==> src/rtl/cpu_mem_pkg.sv <==
// Shared memory-stage definitions for the load and store byte-lane paths:
// one-hot access sizes, load FSM encoding and the alignment check.
package cpu_mem_pkg;

  localparam logic [2:0] SZ_B = 3'b001;
  localparam logic [2:0] SZ_H = 3'b010;
  localparam logic [2:0] SZ_W = 3'b100;

  typedef enum logic [1:0] {
    IDLE = 2'd0,
    REQ  = 2'd1,
    WAIT = 2'd2,
    RESP = 2'd3
  } mem_state_e;

  // Bytes are never misaligned; halfwords need off[0]==0, words need off==0.
  function automatic logic is_misaligned(input logic [2:0] size, input logic [1:0] off);
    return ((size == SZ_H) && off[0]) || ((size == SZ_W) && (off != 2'b00));
  endfunction

endpackage

==> src/rtl/load_extract.sv <==
// Combinational lane select and sign/zero extension of a returned 32-bit word.
// Zero latency, no flow control; a non-one-hot size passes the word through.
module load_extract
  import cpu_mem_pkg::*;
(
  input  logic [1:0]  off,
  input  logic [2:0]  ld_type,
  input  logic        ld_unsigned,
  input  logic [31:0] rdata,
  output logic [31:0] data
);

  logic [7:0]  byte_lane;
  logic [15:0] half_lane;

  always_comb begin
    byte_lane = rdata[{off, 3'b000} +: 8];
    half_lane = off[1] ? rdata[31:16] : rdata[15:0];
    data      = rdata;
    case (ld_type)
      SZ_B:    data = {{24{~ld_unsigned & byte_lane[7]}}, byte_lane};
      SZ_H:    data = {{16{~ld_unsigned & half_lane[15]}}, half_lane};
      default: data = rdata;
    endcase
  end

endmodule

==> src/rtl/load_unit.sv <==
// Load request -> word-aligned addr_ok/data_ok read -> extended writeback value; misaligned loads
// answer with ALE after 1 cycle; addr_ok and resp_ready may stall indefinitely, one load in flight.
module load_unit
  import cpu_mem_pkg::*;
#(
  parameter int ADDR_W = 32,
  parameter int DATA_W = 32
) (
  input  logic              clk,
  input  logic              reset,
  input  logic              req_valid,
  output logic              req_ready,
  input  logic [ADDR_W-1:0] req_addr,
  input  logic [2:0]        req_type,
  input  logic              req_unsigned,
  output logic              mem_req,
  output logic [ADDR_W-1:0] mem_addr,
  input  logic              mem_addr_ok,
  input  logic              mem_data_ok,
  input  logic [DATA_W-1:0] mem_rdata,
  output logic              resp_valid,
  input  logic              resp_ready,
  output logic [DATA_W-1:0] resp_data,
  output logic              resp_ale
);

  mem_state_e        state_q, state_d;
  logic [ADDR_W-1:0] addr_q, addr_d;
  logic [2:0]        type_q, type_d;
  logic              unsigned_q, unsigned_d;
  logic [DATA_W-1:0] data_q, data_d;
  logic              ale_q, ale_d;
  logic [DATA_W-1:0] ext_data;

  load_extract u_extract (
    .off         (addr_q[1:0]),
    .ld_type     (type_q),
    .ld_unsigned (unsigned_q),
    .rdata       (mem_rdata),
    .data        (ext_data)
  );

  always_comb begin
    state_d    = state_q;
    addr_d     = addr_q;
    type_d     = type_q;
    unsigned_d = unsigned_q;
    data_d     = data_q;
    ale_d      = ale_q;
    case (state_q)
      IDLE: begin
        if (req_valid) begin
          addr_d     = req_addr;
          type_d     = req_type;
          unsigned_d = req_unsigned;
          if (is_misaligned(req_type, req_addr[1:0])) begin
            ale_d   = 1'b1;
            data_d  = '0;
            state_d = RESP;
          end else begin
            ale_d   = 1'b0;
            state_d = REQ;
          end
        end
      end
      REQ: begin
        if (mem_addr_ok) state_d = WAIT;
      end
      // Only WAIT listens to data_ok, so stray or abandoned returns are dropped.
      WAIT: begin
        if (mem_data_ok) begin
          data_d  = ext_data;
          state_d = RESP;
        end
      end
      RESP: begin
        if (resp_ready) state_d = IDLE;
      end
      default: state_d = IDLE;
    endcase
  end

  always_ff @(posedge clk or posedge reset) begin
    if (reset) begin
      state_q    <= IDLE;
      addr_q     <= '0;
      type_q     <= '0;
      unsigned_q <= 1'b0;
      data_q     <= '0;
      ale_q      <= 1'b0;
    end else begin
      state_q    <= state_d;
      addr_q     <= addr_d;
      type_q     <= type_d;
      unsigned_q <= unsigned_d;
      data_q     <= data_d;
      ale_q      <= ale_d;
    end
  end

  assign req_ready  = (state_q == IDLE);
  assign mem_req    = (state_q == REQ);
  assign mem_addr   = {addr_q[ADDR_W-1:2], 2'b00};
  assign resp_valid = (state_q == RESP);
  assign resp_data  = data_q;
  assign resp_ale   = ale_q;

endmodule

==> config.mk <==
export PLATFORM = sky130hd
export DESIGN_NAME = load_unit
export DESIGN_NICKNAME = d
export VERILOG_FILES = /design/src/rtl/cpu_mem_pkg.sv /design/src/rtl/load_extract.sv /design/src/rtl/load_unit.sv
export SDC_FILE = /design/constraint.sdc
export NUM_CORES = 1
export LEC_CHECK = 0
export CAP_MARGIN = 0
export CORE_MARGIN = 2
export CORE_UTILIZATION = 40
export CTS_CLUSTER_DIAMETER = 120
export DETAILED_ROUTE_END_ITERATION = 12
export PLACE_DENSITY_LB_ADDON = 0.3
export SKIP_LAST_GASP = 1
export SYNTH_ARGS = -nofsm -noshare
export SYNTH_HDL_FRONTEND = slang
export SYNTH_HIERARCHICAL = 1
export SYNTH_SLANG_ARGS = --single-unit
==> constraint.sdc <==
create_clock -name clk -period 2.7 [get_ports clk]
set_input_delay 0.54 -clock clk [delete_from_list [all_inputs] [get_ports clk]]
set_output_delay 0.54 -clock clk [all_outputs]
set_load 0.03 [all_outputs]
Yosys cells after proc, flatten, opt, wreduce, memory -nomap -nowiden
Index checks and enable logic that the tools add are counted.
- shift operators: 1
- reductions and logical operators: 9
- equality and inequality tests: 12
- div/mod/pow operators: 0
- multiply operators: 0
- bitwise gates (word level): 3
- muxes and demuxes: 13
- add/subtract/negate cells: 0
- $lt $le $gt $ge: 0
- operators with widths (cell ; count):
    $pmux W32 S2 ; 2
    $mux W32 ; 3
    $shiftx A32 B6 Y8 ; 1
    $mux W16 ; 1
    $mux W2 ; 5
    $pmux W2 S4 ; 1
    $reduce_and A4 Y1 ; 2
    $eq A3 B2 Y1 const B ; 2
    $ne A2 B1 Y1 const B ; 3
    $eq A2 B2 Y1 const B ; 2
    $ne A2 B2 Y1 const B ; 2
    $reduce_bool A2 Y1 ; 2
    $eq A3 B1 Y1 const B ; 1
    $eq A3 B3 Y1 const B ; 1
    $and A1 B1 Y1 ; 2
    $eq A2 B1 Y1 const B ; 1
    $logic_and A1 B1 Y1 ; 2
    $logic_not A2 Y1 ; 1
    $reduce_and A2 Y1 ; 1
    $logic_or A1 B1 Y1 ; 1
    $mux W1 ; 1
    $not A1 Y1 ; 1
- word-level logic and storage cells: 44
- memories: 0
- output and inout bits: 68
- register bits after elaboration: 71
- bits in latches: 0
- RAM bits: 0
- bits in read-only memories: 0

Depth between registers and ports, before layout
- depth after elaboration: 6
- depth in mapped cells: 7
- mapped depth without buffers: 6

By module
The synthesis kept the hierarchy.
- by module, submodules not included (module ; cells each ; times used ; area each (µm²)):
    load_unit ; 217 ; 1 ; 3030.4
    load_extract ; 116 ; 1 ; 832.0

Worst setup path before layout
OpenSTA, ideal clock, no wires.
- path type: input -> register
- start point: input mem_rdata[31]
- end point: register data_q[10] (netlist: resp_data[10])
- arrival time: 1.685 ns
- stages: 5
- setup slack: 0.894 ns
- setup time: 0.121 ns
- data required time: 2.579 ns
- path through: mux4_2 > nand2_1 > buf_2 > o221ai_1 > a22o_1
- cells in the longest elaborated chain, start to end: 5
- RTL lines (what ; line ; RTL):
    from (decl) ; load_unit.sv:20 ; input logic [DATA_W-1:0] mem_rdata,
    $shiftx A32 B6 Y8 ; load_extract.sv:17 ; byte_lane = rdata[{off, 3'b000} +: 8];
    $and A1 B1 Y1 ; load_extract.sv:21 ; SZ_B: data = {{24{~ld_unsigned & byte_lane[7]}}, byte_lane};
    $pmux W32 S2 ; load_extract.sv:20 ; case (ld_type)
    net ext_data[10] ; load_unit.sv:33 ; logic [DATA_W-1:0] ext_data;
    $mux W32 ; load_unit.sv:71 ; if (mem_data_ok) begin
    $pmux W32 S2 ; load_unit.sv:50 ; case (state_q)
    to (signal assigned) ; load_unit.sv:96 ; data_q <= data_d;
    to (decl) ; load_unit.sv:31 ; logic [DATA_W-1:0] data_q, data_d;
The timed path passes the listed nets, and every way through them passes these cells. The select of a mux whose other input is x is not followed.
A chain may end at the register's enable or synchronous reset.

Worst setup path in the final report
- start point: register state_q[1]
- end point: output req_ready
- cells in the longest elaborated chain, start to end: 1
- RTL lines (what ; line ; RTL):
    from (decl) ; load_unit.sv:27 ; mem_state_e state_q, state_d;
    from (signal assigned) ; load_unit.sv:92 ; state_q <= state_d;
    $logic_not A2 Y1 ; load_unit.sv:101 ; assign req_ready = (state_q == IDLE);
    to (decl) ; load_unit.sv:12 ; output logic req_ready,
Every way passes these cells.

==> out/metrics.yaml <==
routing:
  ant_nets: 0
  drc_errors: 0
  drt_pass1_iterations: 4
  drt_iter0_markers: 160
  wirelength_um: 9840
  wire_per_inst_um: 17.2
  viasPerCell: 5.22
  vias: 2983
timing:
  timing.fmax_ghz: 0.426
  hold_slack_ns: 0.452
  relSlewSlack_pct: 16.8
  setup_tns_ns: 0
  worstMarginPinSlew_ns: 1.23
  slew_violations: 0
  finClkSkew_ns: 0.0111
  period_needed_ns: 2.35
  rsz0062_at_grt: "false"
  setup_viol: 0
  period_share_pct: 86.9
  timing.final.hold_violations: 0
  layout_setup_ws_ns: 0.353
die:
  die_h_um: 102
  rows: 35
  die_w_um: 102
  core_area_mm2: 0.00928
  ios: 142
  initial_utilization_pct: 41.6
  dieArea_mm2: 0.0105
clock_network:
  tritoncts: "yes"
  cts.clk_slew.worst_paths_ns: 0.08
  cts_buffers: 9
  h-tree-depth: 3
  cts_root_buffer: "clkbuf_8"
  worst_skew_pair.late_latency_ns: 0.34
  post_cts_resized: 0
  post_cts_buffers: 0
  cts.path.max_buffers: 2
  cts_hold_buf: 0
  clock_sinks: 71
setup_path:
  critPathBufInv: 2
  cp_slowest_cell: "clkdlybuf4s50_1"
  worstPathArrival_ns: 1.81
  required_ns: 2.16
  startpoint_type: "register"
  startpoint: "state_q[1]"
  r2r_end: "resp_data[10]"
  reg2reg_from: "addr_q[1]"
  crit_end: "req_ready"
  critical_path_depth: 3
  crit_chain: "inv_1 -> ha_1 -> clkdlybuf4s50_1"
  crit_type: "register to output pin"
  worstPathMaxFanout: 4
  cpLargestDelayFamily: "buffers and inverters"
  cp-end-kind: "output pin"
  r2r_slack_ns: 0.37
  reg2reg_depth: 4
  cpPeakStageDelay_ns: 0.69
layout:
  seq_area_mm2: 0.00178
  final_cell_mix: "clkdlybuf4s50_1, dfrtp_1, mux2_2, a22o_1, o21ai_0"
  insertedDiodeCount: 0
  drive_gt1_share_pct: 18.3
  multi_input_area_mm2: 0.00163
  fin_util_pct: 57.2
  final_common_cell: "clkdlybuf4s50_1"
  fin_nets: 517
  area_delta_synth_final_pct: 37.5
  fillerInstances: 827
logic_synthesis:
  synth.avg_cell_area_um2: 11.6
  synth_seq_cells: 71
  synthCells: 333
  ys_seq_area_share_pct: 46.0
  ys_warn_count: 6
  synth-edff-count: 0
  yosysUniqueCellTypes: 44
  synthFlopType: "dfrtp_1"
  synth_area_leaders: "dfrtp_1, mux2_2, buf_4"
  synth_top_area_share_pct: 46.0
  synth_top_area_cell: "dfrtp_1"
  async_flop_share_pct: 100
  syn-cell-area_mm2: 0.00386
placement:
  port_buffers: 139
  routabilityCongestion: 0.913
  place_ws_ns: 0.395
  dpl.hpwl_um: 7250
hold_path:
  hold_class: "input port to asynchronous set/reset pin"
global_routing:
  grt-ovfl-total: 0
  grt_usage_pct: 19.7
  grt_max_degree: 43
  grt_first_pass_wirelength_um: 15900
  grt_pass1_vias: 3208
  antenna_found_initial: 0
pwr:
  power_density_mw_per_mm2: 1260
  ir_drop_mv: 0.644
  p_leak_nw: 2.29
status:
  status: "completed"
job:
  maxCapViolCount: 0
## final cells by class
class | count | share of cell area, %
Timing Repair Buffer | 149 | 28.1
Sequential cell | 71 | 33.5
Tap cell | 129 | 3.04
Inverter | 15 | 1.06
Multi-Input combinational cell | 192 | 30.6
Clock buffer | 11 | 2.66
Clock inverter | 5 | 1.08
## cells in the mapped netlist (all sizes together) (5+ instances only)
library cell / count
a22o: 32
mux2: 35
dfrtp: 71
a221o: 7
mux2i: 10
buf: 51
nand2: 15
a22oi: 16
nand2b: 5
inv: 15
o21ai: 18
clkbuf: 5
ha: 5
nor2: 11
o221ai: 9
## worst min-delay path by stage
| stage | from | endpoint | cells past startpoint |
|---|---|---|---|
| floorplan | unsigned_q | unsigned_q | 1 |
| global placement | resp_ale | resp_ale | 2 |
| detailed placement | resp_data[31] | resp_data[31] | 1 |
| CTS | reset | addr_q[22] | 2 |
| global route | reset | addr_q[18] | 2 |
| finish | reset | addr_q[22] | 2 |
## metal layers
layer  share of wire, %  GRT usage, %  wire, um  vias up
met2                 50          32.6      4890      119
met5                  0             0         0        -
met4                1.3          6.26       131        0
li1                   -             -         -     1389
met3                6.8          4.86       669       13
met1                 42          25.5      4150     1462
## per-stage QoR
step	area (um2)	power [W]	cells
finish	5310	0.00667	572
global route	5310	0.00709	572
CTS	5310	0.00673	572
detailed placement	5110	0.00585	556
global placement	5110	0.00576	556
floorplan	3870	0.00479	334
## flip-flops by register name, summed over array words and instances (netlist names)
name	flops
addr_q	32
resp_data	32
type_q	3
state_q	2
resp_ale	1
unsigned_q	1
## logic make-up after synthesis
group	count (synthesis)	synth area share (%)
DFF	71	46.0
buffers and inverters	71	12.0
and+or+nand+nor	44	6.03
adders and majority gates	5	1.62
other	1	0.0971
muxes	46	13.4
xor gates and xnor gates	1	0.227
AOI/OAI and AO/OA	94	20.7
## report_power, final
part / leakage (nW) / total (W) / internal [W] / switching, W
Sequential: 0.874 / 0.00198 / 0.00156 / 0.000419
Clock: 0.103 / 0.000862 / 0.000453 / 0.000409
Combinational: 1.31 / 0.00383 / 0.00180 / 0.00203
Note: power is estimated with default switching activity, not from simulation.
